`src/rtl/zynq_aes_pkg.sv`:
```
// Shared widths and types for the zynq_aes request ingress path.
package zynq_aes_pkg;

  localparam int WORD_S        = 32;
  localparam int BLK_S         = 128;
  localparam int WORDS_PER_BLK = BLK_S / WORD_S;
  localparam int CNT_W         = $clog2(WORDS_PER_BLK);

  // Packet parser state: first beat is the command, the rest is payload.
  typedef enum logic [0:0] {
    S_CMD  = 1'b0,
    S_DATA = 1'b1
  } rx_state_t;

  typedef logic [BLK_S-1:0] blk_t;

endpackage

```
`src/rtl/axis_blk_fifo.sv`:
```
// Small synchronous FIFO holding {blk_last, block} entries.
// The head is presented combinationally so an entry is visible the cycle
// after it is pushed; the output is forced to zero while empty.
module axis_blk_fifo #(
  parameter int DEPTH = 2,
  parameter int WIDTH = 129
) (
  input  logic             aclk,
  input  logic             aresetn,
  input  logic             push,
  input  logic [WIDTH-1:0] push_data,
  input  logic             pop,
  output logic [WIDTH-1:0] pop_data,
  output logic             full,
  output logic             empty
);

  localparam int AW = $clog2(DEPTH);
  localparam logic [AW:0] FULL_CNT = (AW+1)'(DEPTH);

  logic [WIDTH-1:0] mem [DEPTH];
  logic [AW-1:0]    wr_ptr_reg;
  logic [AW-1:0]    rd_ptr_reg;
  logic [AW:0]      count_reg;
  logic             do_push;
  logic             do_pop;

  // Full/empty come straight from the occupancy register, so tready has no
  // combinational path from the downstream pop.
  assign full    = (count_reg == FULL_CNT);
  assign empty   = (count_reg == '0);
  assign do_push = push & ~full;
  assign do_pop  = pop & ~empty;

  // Pointers and occupancy; power-of-2 depth lets the pointers wrap naturally.
  always_ff @(posedge aclk or negedge aresetn) begin
    if (!aresetn) begin
      wr_ptr_reg <= '0;
      rd_ptr_reg <= '0;
      count_reg  <= '0;
    end else begin
      if (do_push) wr_ptr_reg <= wr_ptr_reg + 1'b1;
      if (do_pop)  rd_ptr_reg <= rd_ptr_reg + 1'b1;
      case ({do_push, do_pop})
        2'b10:   count_reg <= count_reg + 1'b1;
        2'b01:   count_reg <= count_reg - 1'b1;
        default: count_reg <= count_reg;
      endcase
    end
  end

  // Storage array; contents are don't-care until written, masked by empty.
  always_ff @(posedge aclk) begin
    if (do_push) mem[wr_ptr_reg] <= push_data;
  end

  // Head entry, zero while nothing is queued.
  always_comb begin
    pop_data = '0;
    if (!empty) pop_data = mem[rd_ptr_reg];
  end

endmodule

```
`src/rtl/aes_axis_rx_assembler.sv`:
```
// Ingress assembler ahead of the AES controller: first beat of each packet
// is latched as a command, the remaining beats are packed four at a time into
// 128-bit blocks (first word in the MSBs) and queued in axis_blk_fifo.
// Optional feature macro: AXIS_RX_ERR_EN -- drop short trailing blocks and
// raise the sticky err_short flag instead of zero-padding them.
module aes_axis_rx_assembler
  import zynq_aes_pkg::*;
#(
  parameter int FIFO_DEPTH = 2
) (
  input  logic              aclk,
  input  logic              aresetn,
  input  logic [WORD_S-1:0] s_axis_tdata,
  input  logic              s_axis_tvalid,
  output logic              s_axis_tready,
  input  logic              s_axis_tlast,
  output logic [WORD_S-1:0] cmd_data,
  output logic              cmd_valid,
  input  logic              cmd_ready,
  output logic [BLK_S-1:0]  blk_data,
  output logic              blk_valid,
  input  logic              blk_ready,
  output logic              blk_last
`ifdef AXIS_RX_ERR_EN
  ,
  output logic              err_short
`endif
);

  rx_state_t                 state_reg;
  rx_state_t                 state_next;
  logic                      run_reg;
  logic [WORD_S-1:0]         cmd_data_reg;
  logic                      cmd_valid_reg;
  logic [CNT_W-1:0]          word_cnt_reg;
  logic [BLK_S-WORD_S-1:0]   asm_reg;
  logic                      fifo_full;
  logic                      fifo_empty;
  logic [BLK_S:0]            fifo_head;
  logic                      accept;
  logic                      cmd_accept;
  logic                      data_accept;
  logic                      blk_end;
  logic                      short_end;
  logic                      push;
  blk_t                      shifted;
  blk_t                      padded;

  assign accept      = s_axis_tvalid & s_axis_tready;
  assign cmd_accept  = accept & (state_reg == S_CMD);
  assign data_accept = accept & (state_reg == S_DATA);
  assign blk_end     = data_accept & (word_cnt_reg == CNT_W'(WORDS_PER_BLK - 1));
  assign short_end   = data_accept & s_axis_tlast & ~blk_end;

  // Newest word enters at the bottom; earlier words sit above it.
  assign shifted = {asm_reg, s_axis_tdata};

  // Move the received words up to the MSB end; missing low words become zero.
  assign padded = shifted << (WORD_S * (WORDS_PER_BLK - 1 - int'(word_cnt_reg)));

`ifdef AXIS_RX_ERR_EN
  assign push = blk_end;
`else
  assign push = blk_end | short_end;
`endif

  // Parser state register.
  always_ff @(posedge aclk or negedge aresetn) begin
    if (!aresetn) state_reg <= S_CMD;
    else          state_reg <= state_next;
  end

  // Next state: tlast always returns to command parsing.
  always_comb begin
    state_next = state_reg;
    case (state_reg)
      S_CMD:   if (cmd_accept && !s_axis_tlast) state_next = S_DATA;
      S_DATA:  if (data_accept && s_axis_tlast) state_next = S_CMD;
      default: state_next = S_CMD;
    endcase
  end

  // Ready: a new command waits for the previous one to be taken; payload
  // waits for FIFO space. Held low until the first clock after reset.
  always_comb begin
    s_axis_tready = 1'b0;
    case (state_reg)
      S_CMD:   s_axis_tready = run_reg & ~cmd_valid_reg;
      S_DATA:  s_axis_tready = run_reg & ~fifo_full;
      default: s_axis_tready = 1'b0;
    endcase
  end

  // Command register, word counter and assembly shift register.
  always_ff @(posedge aclk or negedge aresetn) begin
    if (!aresetn) begin
      run_reg       <= 1'b0;
      cmd_data_reg  <= '0;
      cmd_valid_reg <= 1'b0;
      word_cnt_reg  <= '0;
      asm_reg       <= '0;
    end else begin
      run_reg <= 1'b1;
      if (cmd_accept) begin
        cmd_data_reg  <= s_axis_tdata;
        cmd_valid_reg <= 1'b1;
      end else if (cmd_valid_reg && cmd_ready) begin
        cmd_valid_reg <= 1'b0;
      end
      if (data_accept) begin
        asm_reg      <= shifted[BLK_S-WORD_S-1:0];
        word_cnt_reg <= s_axis_tlast ? '0 : word_cnt_reg + 1'b1;
      end
    end
  end

`ifdef AXIS_RX_ERR_EN
  logic err_short_reg;

  // Sticky short-packet flag, cleared only by reset.
  always_ff @(posedge aclk or negedge aresetn) begin
    if (!aresetn)       err_short_reg <= 1'b0;
    else if (short_end) err_short_reg <= 1'b1;
  end

  assign err_short = err_short_reg;
`endif

  axis_blk_fifo #(
    .DEPTH (FIFO_DEPTH),
    .WIDTH (BLK_S + 1)
  ) u_fifo (
    .aclk      (aclk),
    .aresetn   (aresetn),
    .push      (push),
    .push_data ({s_axis_tlast, padded}),
    .pop       (blk_ready),
    .pop_data  (fifo_head),
    .full      (fifo_full),
    .empty     (fifo_empty)
  );

  assign cmd_data  = cmd_data_reg;
  assign cmd_valid = cmd_valid_reg;
  assign blk_valid = ~fifo_empty;
  assign blk_last  = fifo_head[BLK_S];
  assign blk_data  = fifo_head[BLK_S-1:0];

endmodule
```
`config.mk`:
```
export PLATFORM = sky130hd
export DESIGN_NAME = aes_axis_rx_assembler
export DESIGN_NICKNAME = d
export VERILOG_FILES = /design/src/rtl/zynq_aes_pkg.sv /design/src/rtl/axis_blk_fifo.sv /design/src/rtl/aes_axis_rx_assembler.sv
export SDC_FILE = /design/constraint.sdc
export NUM_CORES = 1
export LEC_CHECK = 0
export ABC_AREA = 1
export CORE_MARGIN = 8
export CORE_UTILIZATION = 30
export DETAILED_ROUTE_END_ITERATION = 16
export GPL_ROUTABILITY_DRIVEN = 0
export GPL_TIMING_DRIVEN = 0
export MAX_ROUTING_LAYER = met4
export PLACE_DENSITY = 0.47
export SETUP_SLACK_MARGIN = 0.2
export SLEW_MARGIN = 0
export SYNTH_ARGS = -nofsm -noshare
export SYNTH_HDL_FRONTEND = slang
export SYNTH_SLANG_ARGS = --single-unit
```
`constraint.sdc`:
```
create_clock -name aclk -period 20.4 [get_ports aclk]
set_input_delay 3.06 -clock aclk [delete_from_list [all_inputs] [get_ports aclk]]
set_output_delay 3.06 -clock aclk [all_outputs]
set_load 0.05 [all_outputs]
```
==> results of run 1 <==
[worst paths after layout]
check                                               from                     endpoint  slack, ns
hold reg to reg                  asm_reg[19]$_DFFE_PN0N_      asm_reg[19]$_DFFE_PN0N_       0.48
max in group asynchronous                        aresetn  word_cnt_reg[0]$_DFFE_PN0N_      17.06
setup / recovery           u_fifo.rd_ptr_reg$_DFFE_PN0P_                 blk_data[95]      13.67
setup reg to reg             word_cnt_reg[0]$_DFFE_PN0N_  u_fifo.mem[0][70]$_DFFE_PP_      17.60
hold / removal                   asm_reg[19]$_DFFE_PN0N_      asm_reg[19]$_DFFE_PN0N_       0.48
min in group asynchronous                        aresetn     cmd_data[20]$_DFFE_PN0P_       2.51
[cell usage after synthesis]
cell        n  area share, %
a21oi_1   185            5.5
buf_1       8           0.18
buf_2       3          0.089
buf_4       1          0.044
buf_6      21            1.4
clkbuf_1   83            1.8
clkinv_1    1          0.022
conb_1      1          0.022
dfrtp_1   137             20
edfxtp_1  258             46
ha_1        2           0.15
inv_1     105            2.3
inv_2       2          0.044
nand2_1   456             10
nand2_2     2          0.074
nand3_1     9           0.27
nand3_4     1           0.10
nand4_1     2          0.074
nor2_1     65            1.4
nor2_4      1          0.067
nor3_1      9           0.27
o21ai_0   170            5.0
o21ai_1    67            2.0
o21ai_2    50            2.6
o22ai_1     3           0.11
o31ai_1     3           0.13
xnor2_1     1          0.052
xor2_1      2           0.10
[kinds of logic (layout without fill, tap and decap cells)]
logic type,Yosys count,in the layout,synth area share (%)
AO/OA/AOI/OAI,478,478,15.3
XOR/XNOR,3,3,0.155
adder cells (fa/ha/maj),2,2,0.148
buffers and inverters,224,515,5.94
flip-flops,395,395,66.0
other,1,4,0.0222
AND/OR/NAND/NOR,545,545,12.4
[tightest hold or removal path, delay by kind of cell (launching register included)]
kind	cells	cell delay, ns
compound gates	1	0.05
simple gates	1	0.07
flops	1	0.34
[area by class of cell]
| type | instances | area (µm²) | share of cell area [%] |
|---|---|---|---|
| sequential | 395 | 11200 | 51.8 |
| multi-input combinational | 1029 | 4750 | 22.0 |
| timing repair buffer | 208 | 2180 | 10.1 |
| clock buffer | 56 | 1220 | 5.66 |
| tap | 756 | 946 | 4.39 |
| buffer | 116 | 601 | 2.79 |
| inverter | 108 | 410 | 1.90 |
| clock inverter | 27 | 272 | 1.26 |
| antenna | 3 | 7.51 | 0.0348 |
[through the flow]
stage                     area [µm²]  worst slack [ns]  power, mW
after floorplan                16900             11.01       2.33
after global placement         19900              6.32       3.11
after detailed placement       20100             14.19       3.12
after CTS                      21600             13.57       3.95
after global routing           21600             13.47       4.10
final                          21600             13.67       3.92
[per-layer routing]
layer / vias up / GRT usage, % / share of wire, % / routed length, µm
met1: 6573 / 26.3 / 43 / 27700
met2: 564 / 31.6 / 46 / 29800
met3: 125 / 4.06 / 7.0 / 4460
met5: - / - / 0 / 0
li1: 6081 / - / - / -
met4: 0 / 7.26 / 3.5 / 2250
[cell usage in the layout (no fill, tap or decap), types with 3 or more instances in the layout]
cell,netlist,routed
inv_1,105,104
a21oi_1,185,185
clkinv_2,0,10
inv_6,0,3
clkbuf_1,83,91
buf_12,0,4
nor2_1,65,64
o21ai_1,67,67
edfxtp_1,258,258
dfrtp_1,137,137
clkinvlp_4,0,3
diode_2,0,3
bufinv_16,0,5
clkdlybuf4s50_1,0,200
buf_16,0,3
o21ai_2,50,50
buf_1,8,8
o22ai_1,3,3
clkbuf_16,0,47
buf_6,21,22
o21ai_0,170,170
nand2_1,456,456
nor3_1,9,9
clkinv_1,1,7
buf_2,3,3
o31ai_1,3,3
nand3_1,9,9
[power groups by stage]
stage,clock network (mW),registers (mW),logic (mW)
after global placement,0,1.15,1.95
final,0.826,1.14,1.96
after CTS,0.840,1.13,1.98
after detailed placement,0,1.15,1.97
after global routing,0.864,1.15,2.08
after floorplan,0,1.24,1.09
==> key figures, run 1 <==
Synthesis
  – Synthesized area: 16900 µm²
  – Synth cell types: 28
  – Post-Syn Nets: 1688
  – Synthesized flop and latch total: 395
  – Yosys warning total: 0
  – Seq/Total Area, Yosys: 66.0%
  – Post-Syn Instances: 1648
  – Syn avg cell area: roughly 10 µm²

Floorplan
  – Num ports: 202
  – Die H: 254 µm
  – Die Wd: 254 µm
  – Site Rows: a little under 90
  – Core Area: 56100 µm²
  – Starting Density: 30.2%
  – Die area: 64300 µm²

CTS
  – Clock slew at reported path FFs: 0.06 ns
  – TritonCTS clock tree: done
  – Clk_lat worst skew: 0.59 ns
  – Post_cts resized: 0
  – Cts bufs inserted: 45
  – H-tree level count: 2
  – Clk buf depth: 3
  – Post-CTS Setup Repair Bufs: 0
  – # clock sinks: 395
  – Hold buffer count at CTS: 0
  – CTS Root Cell: clkbuf_16

Route
  – Drt drc: 0
  – Wirelength, routed: 64200 µm
  – Vias after detailed routing: 13343
  – Avg WL per Cell: roughly 24 µm
  – Antenna viol nets, final: 0
  – Initial DRC count: 1226
  – Iteration count of the initial detailed-routing pass: 5
  – Vias/cell: just under 5

STA
  – F_max: 149 MHz
  – Setup violations, final: 0
  – Worst hold margin: 0.482 ns
  – Max-slew headroom: between 30% and 40%
  – Setup_tns: 0 ns
  – Clk_skew: between 0.015 and 0.02 ns
  – RSZ-0062 raised after global routing: no
  – Final Slew Violations: 0
  – Hold Fails Final Rpt: 0
  – Period utilisation layout: 33.0%
  – Slew @ Worst Pin: 1.02 ns
  – Tmin final: 6.73 ns

Outcome
  – Outcome: finished, final reports clean

GRT
  – Number of global-route vias before repair: 13291
  – Total gr overflow: 0
  – First-pass GRT wire length: 92300 µm
  – All-Layer GR Usage: slightly above 20%
  – Largest net degree at the start of global routing: 78
  – Antenna violations before repair: 3

Layout
  – Fin nets: slightly below 2000
  – Layout Cells excl Fill: 2698
  – Final Core Density: roughly two fifths
  – Area Overhead vs Synth: 27.4%
  – Max FFs per register: between 200 and 300
  – Layout cells sized above 1: about 8.3%
  – FILL cells: 5505

Place
  – Number of port buffers: around 200
  – Post-DP HPWL: 46600 µm
  – Placed Instances: 2612

Critical path
  – Largest stage delay, worst path: 0.87 ns
  – Critical setup path kind: reg -> out
  – R2R depth: 6
  – CP delay by family, top: buffers and inverters
  – Slowest stage cell, crit path: clkdlybuf4s50_1
  – Endpoint type of the worst setup path: primary output
  – Arr. time, crit path: roughly 3.7 ns
  – Buf+Inv Stages, Crit Path: 4
  – Critical Path Source Type: register
  – Worst EP required: 17.34 ns
  – Crit-path cells: inv_1 -> clkbuf_1 -> clkbuf_1 -> nand2_1 -> a21oi_1 -> clkdlybuf4s50_1
  – Worst-path maximum fanout: 10
  – Most numerous cell on the critical path: clkbuf_1
  – Critical path depth: 6

Min path
  – Hold depth: 2
  – Hold Crit Class: reg -> reg

Power and ir drop
  – Clock network power share: 21.0%
  – Max VDD drop: 112 µV
  – Combinational share of power: approximately 50%
  – Seq pwr share: 29.0%
  – Pint: 2.05 mW
  – P_sw: 1.87 mW
  – Power Dens Cells: 182 nW/µm²
  – Lkg Pwr: 8.19 nW
  – Switch share: 47.6%

Run
  – Maxcap violations: 0
Note: power is estimated with default switching activity, not from simulation.
==> run 2: changes to the inputs <==
clock period = 7.1 ns   (was 20.4 ns; I/O delays follow)
==> key figures, run 2 (synthesis gave the netlist of run 1 again) <==
Outcome
  – Outcome: finished, final reports clean

Route
  – Vias/cell: 4.96 (+0.28%)
  – Avg WL per Cell: 23.9 µm (+0.47%)
  – Wirelength, routed: 64500 µm (+0.39%)
  – Iteration count of the initial detailed-routing pass: 6 (+1)
  – Antenna viol nets, final: 0 (unchanged)
  – Vias after detailed routing: 13370 (+0.20%)
  – Drt drc: 0 (unchanged)
  – Initial DRC count: 1263 (+3.0%)

GRT
  – Largest net degree at the start of global routing: 88 (+13%)
  – All-Layer GR Usage: 20.2% (-0.18 points)
  – First-pass GRT wire length: 91700 µm (-0.72%)
  – Total gr overflow: 0 (unchanged)
  – Number of global-route vias before repair: 13138 (-1.2%)
  – Antenna violations before repair: 1 (-2)

Power and ir drop
  – Seq pwr share: 28.5% (-0.5 points)
  – Switch share: 47.0% (-0.68 points)
  – Clock network power share: 22.2% (+1.2 points)
  – Lkg Pwr: 8.26 nW (+0.91%)
  – Power Dens Cells: 528 nW/µm² (+190%)
  – Pint: 6.07 mW (+200%)
  – P_sw: 5.37 mW (+190%)
  – Tot Pwr: 11.4 mW (+190%)
  – Max VDD drop: 273 µV (+140%)
  – Combinational share of power: 49.3% (-0.7 points)

Layout
  – Layout Cells excl Fill: 2696 (-0.074%)
  – Final Core Density: 38.7% (+0.23 points)
  – Max FFs per register: 258 (unchanged)
  – FILL cells: 5525 (+0.36%)
  – Fin nets: 1943 (unchanged)
  – Diodes inserted: 0 (-3)
  – Most common cell after layout, fill and taps aside: nand2_1
  – Most frequent cells in the layout: nand2_1, edfxtp_1, clkdlybuf4s50_1
  – Design Area, Final: 21700 µm² (+0.60%)
  – Area Overhead vs Synth: 28.1%
  – Layout cells sized above 1: 8.56% (+0.31 points)

Critical path
  – Critical path endpoint: blk_data[30]
  – Critical Path Source Type: register
  – Critical setup path kind: reg -> out
  – Critical Path Source: u_fifo.count_reg[0]$_DFFE_PN0P_
  – Worst R2R Start: word_cnt_reg[0]$_DFFE_PN0N_
  – Arr. time, crit path: 3.59 ns (-0.08 ns)
  – Slack of the worst reg-to-reg path: 4.29 ns (-13.31 ns)
  – R2r endpoint: u_fifo.mem[0][70]$_DFFE_PP_
  – Endpoint type of the worst setup path: primary output
  – Worst-path maximum fanout: 10 (unchanged)
  – Worst EP required: 6.03 ns (-11.31 ns)
  – R2R depth: 6 (unchanged)

CTS
  – Post-CTS Setup Repair Bufs: 0 (unchanged)
  – TritonCTS clock tree: done
  – Cts bufs inserted: 45 (unchanged)
  – CTS Root Cell: clkbuf_16
  – # clock sinks: 395 (unchanged)
  – H-tree level count: 2 (unchanged)
  – Post_cts resized: 0 (unchanged)
  – Clk buf depth: 3 (unchanged)
  – Clk_lat worst skew: 0.58 ns (about the same)
  – Hold buffer count at CTS: 0 (unchanged)
  – Clock slew at reported path FFs: 0.07 ns (about the same)

Floorplan
  – Core Area: 56100 µm² (unchanged)
  – Die H: 254 µm (unchanged)
  – Starting Density: 30.2% (unchanged)
  – Site Rows: 87 (unchanged)
  – Num ports: 202 (unchanged)
  – Die Wd: 254 µm (unchanged)
  – Die area: 64300 µm² (unchanged)

Place
  – Pre-CTS setup slack: 2.90 ns (-11.29 ns)
  – Number of port buffers: 201 (unchanged)
  – Post-DP HPWL: 46700 µm (+0.33%)
  – Placed inst area: 20100 µm² (unchanged)
  – Placed Instances: 2612 (unchanged)

Min path
  – Hold Crit Class: in -> async

STA
  – Slew @ Worst Pin: 1.00 ns (-0.0198 ns)
  – RSZ-0062 raised after global routing: no
  – Hold Fails Final Rpt: 0 (unchanged)
  – Worst hold margin: 0.450 ns (-0.0318 ns)
  – Clk_skew: 0.0227 ns (+0.00706 ns)
  – Setup violations, final: 0 (unchanged)
  – Setup_tns: 0 ns (unchanged)
  – F_max: 215 MHz
  – PnR worst setup slack: 2.45 ns (-11.23 ns)
  – Period utilisation layout: 65.5%
  – Tmin final: 4.65 ns
  – Final Slew Violations: 0 (unchanged)
  – Max-slew headroom: 33.1% (+1.3 points)

Run
  – Maxcap violations: 0 (unchanged)
## run 2: how the worst min path moves through the flow
stage / endpoint / slack (ns)
2_1_floorplan: asm_reg[64]$_DFFE_PN0N_ / 0.45
3_3_place_gp: asm_reg[65]$_DFFE_PN0N_ / 0.46
3_5_place_dp: asm_reg[52]$_DFFE_PN0N_ / 0.47
4_1_cts: cmd_data[21]$_DFFE_PN0P_ / 0.46
5_1_grt: asm_reg[24]$_DFFE_PN0N_ / 0.48
6_report: asm_reg[22]$_DFFE_PN0N_ / 0.45
## run 2: metal layers
layer  vias to the layer above  global-route usage (%)  part of all wire [%]
met5                         -                       -                     0
met4                         0                    8.15                   4.1
met2                       595                    31.2                    46
met1                      6561                    26.1                    42
li1                       6089                       -                     -
met3                       125                    3.65                   7.5
## run 2: power groups by stage
stage	logic (mW)	clock network (mW)	registers [mW]
floorplan	3.14	0	3.56
finish	5.64	2.54	3.26
detailed placement	5.66	0	3.29
CTS	5.68	2.58	3.26
global route	5.96	2.67	3.31
global placement	5.62	0	3.30
## run 2: critical path: stages (launching register included)
cell	delay [ns]
dfrtp_1	0.43
nor2_1	0.41
clkbuf_1	0.72
clkbuf_1	0.55
a21oi_1	0.14
clkdlybuf4s50_1	0.74
## run 2: layout make-up
type / instances / area (µm²) / share of cell area (%)
sequential: 395 / 11200 / 51.5
buffer: 116 / 601 / 2.77
inverter: 108 / 410 / 1.89
clock inverter: 20 / 288 / 1.33
tap: 756 / 946 / 4.36
multi-input combinational: 1029 / 4750 / 21.9
timing repair buffer: 208 / 2180 / 10.0
clock buffer: 64 / 1340 / 6.18
==> run 3: changes to the inputs <==
PLACE_DENSITY = 0.49   (was 0.47)
clock period = 3.8 ns   (was 7.1 ns; I/O delays follow)
==> key figures, run 3 (synthesis gave the netlist of run 1 again) <==
Outcome
  – Outcome: finished, final reports clean

GRT
  – Number of global-route vias before repair: 13041 (-0.74%)
  – Antenna violations before repair: 0 (-1)
  – Total gr overflow: 0 (unchanged)
  – All-Layer GR Usage: 20.3% (+0.15 points)
  – Largest net degree at the start of global routing: 89 (+1.1%)
  – First-pass GRT wire length: 92400 µm (+0.76%)

STA
  – Worst hold margin: 0.480 ns (+0.0299 ns)
  – Slew @ Worst Pin: 0.949 ns (-0.0541 ns)
  – Tmin final: between 3 and 4 ns
  – Clk_skew: 0.0255 ns (+0.00284 ns)
  – Hold Fails Final Rpt: 0 (unchanged)
  – Period utilisation layout: 92.0%
  – Final Slew Violations: 0 (unchanged)
  – RSZ-0062 raised after global routing: yes
  – Setup violations, final: 0 (unchanged)
  – F_max: 286 MHz
  – Max-slew headroom: 36.7% (+3.6 points)

Critical path
  – CP delay by family, top: buffers and inverters
  – Critical Path Source Type: register
  – Largest stage delay, worst path: 0.85 ns (+0.11 ns)
  – Worst EP required: 3.23 ns (-2.80 ns)
  – R2R depth: 9 (+3)
  – R2r endpoint: u_fifo.mem[1][121]$_DFFE_PP_
  – Critical setup path kind: reg -> out
  – Buf+Inv Stages, Crit Path: 3 (unchanged)
  – Crit-path cells: clkbuf_2 -> clkbuf_2 -> nand2_1 -> a21oi_1 -> clkdlybuf4s50_1
  – Slowest stage cell, crit path: clkdlybuf4s50_1
  – Slack of the worst reg-to-reg path: 0.91 ns (-3.38 ns)
  – Arr. time, crit path: 2.93 ns (-0.66 ns)
  – Endpoint type of the worst setup path: primary output
  – Worst-path maximum fanout: 10 (unchanged)
  – Most numerous cell on the critical path: clkbuf_2

Place
  – Placed inst area: 20100 µm² (+0.16%)
  – Number of port buffers: 201 (unchanged)
  – Post-DP HPWL: 47000 µm (+0.60%)

Run
  – Maxcap violations: 0 (unchanged)

Min path
  – Hold Crit Class: reg -> reg
  – Hold Path Origin: asm_reg[14]$_DFFE_PN0N_
  – Hold depth: 2
  – Worst Hold End: asm_reg[14]$_DFFE_PN0N_

Floorplan
  – Num ports: 202 (unchanged)
  – Die H: 254 µm (unchanged)
  – Die Wd: 254 µm (unchanged)
  – Core Area: 56100 µm² (unchanged)
  – Site Rows: 87 (unchanged)
  – Starting Density: 30.2% (unchanged)
  – Die area: 64300 µm² (unchanged)

Power and ir drop
  – Power Dens Cells: 964 nW/µm² (+83%)
  – Max VDD drop: 529 µV (+94%)
  – Lkg Pwr: 8.63 nW (+4.4%)

Route
  – Drt drc: 0 (unchanged)
  – Initial DRC count: 1496 (+18%)
  – Wirelength, routed: 64700 µm (+0.29%)
  – Vias/cell: 4.99 (+0.53%)
  – Iteration count of the initial detailed-routing pass: 6 (unchanged)
  – Antenna viol nets, final: 0 (unchanged)
  – Vias after detailed routing: 13441 (+0.53%)
  – Avg WL per Cell: 24.0 µm (+0.29%)

CTS
  – H-tree level count: 2 (unchanged)
  – Clk_lat worst skew: 0.59 ns (about the same)
  – Clk buf depth: 3 (unchanged)
  – CTS Root Cell: clkbuf_16
  – TritonCTS clock tree: done
  – Cts bufs inserted: 43 (-4.4%)
  – # clock sinks: 395 (unchanged)
  – Post-CTS Setup Repair Bufs: 0 (unchanged)
  – Clock slew at reported path FFs: 0.06 ns (about the same)

Layout
  – Design Area, Final: 21500 µm² (-0.80%)
  – Most frequent cells in the layout: nand2_1, edfxtp_1, a21oi_1
  – Multi-input gate area: 4760 µm² (about the same)
  – Area Overhead vs Synth: 27.1%
  – Most common cell after layout, fill and taps aside: nand2_1
  – Fin nets: 1944 (+0.051%)
  – Max FFs per register: 258 (unchanged)
  – Layout cells sized above 1: 9.75% (+1.2 points)
  – FILL cells: 5618 (+1.7%)
  – Sequential Area: 11200 µm² (about the same)
[run 3: cell types whose count changed in the layout (fill, tap and decap cells not counted), sizes merged]
cell and delta:
dlymetal6s2s +10, diode +1, dlygate4sd3 +1, dlygate4sd2 +92, buf +2, clkbuf -9
inv -1, clkdlybuf4s15 +1, clkinv +6, clkinvlp +3, clkdlybuf4s50 -106
[run 3: worst max path at each step]
stage	end	from	slack [ns]	depth (start not counted)
after floorplan	u_fifo.mem[1][0]$_DFFE_PP_	cmd_valid$_DFFE_PN0P_	0.14	5
after global placement	cmd_valid$_DFFE_PN0P_	aresetn	-4.43	1
after detailed placement	blk_data[99]	u_fifo.rd_ptr_reg$_DFFE_PN0P_	0.03	6
after CTS	blk_data[125]	u_fifo.rd_ptr_reg$_DFFE_PN0P_	0.20	5
after global routing	blk_data[122]	u_fifo.rd_ptr_reg$_DFFE_PN0P_	0.13	5
final	blk_data[116]	u_fifo.rd_ptr_reg$_DFFE_PN0P_	0.30	5
[run 3: layer usage]
layer | part of all wire (%) | vias to the layer above | global-route usage (%)
li1 | - | 6091 | -
met1 | 43 | 6645 | 26.4
met2 | 47 | 607 | 31.9
met3 | 7.5 | 98 | 4.07
met4 | 2.8 | 0 | 6.33
met5 | 0 | - | -
[run 3: tightest hold or removal path, stage by stage (launching register included)]
cell,delay (ns)
dfrtp_1,0.34
nand2_1,0.06
o21ai_2,0.04
[run 3: per-stage QoR]
stage	setup WS (ns)	power [mW]	instances	utilization (%)	setup TNS, ns
floorplan	0.144	12.5	1648	-	0
global placement	-4.43	16.7	2605	35.5	-920.99
detailed placement	0.0330	16.8	2614	35.8	0
CTS	0.201	20.9	2695	38.3	0
global route	0.129	21.7	2695	38.4	0
finish	0.304	20.7	2696	38.4	0
[run 3: timing repair]
action                     in CTS  in global routing
resized for setup             120                 26
gates cloned                    0                  0
setup endpoints to repair     111                 39
hold endpoints to repair       49                  0
pin swaps                       0                  0
hold buffers                    1                  0
[run 3: cell type report]
cell class              count  share of cell area (%)
repair buffers            211                    9.82
clock buffers              52                    5.35
clock inverters            28                    1.51
well taps                 756                    4.40
plain buffers             116                    2.96
multi-input cells        1029                    22.1
diodes                      1                  0.0116
inverters                 108                    1.90
flip-flops and latches    395                    51.9
[run 3: where the power goes]
| part | internal (mW) | switching (mW) |
|---|---|---|
| Combinational | 2.44 | 7.76 |
| Sequential | 5.62 | 0.489 |
| Clock | 2.64 | 1.79 |
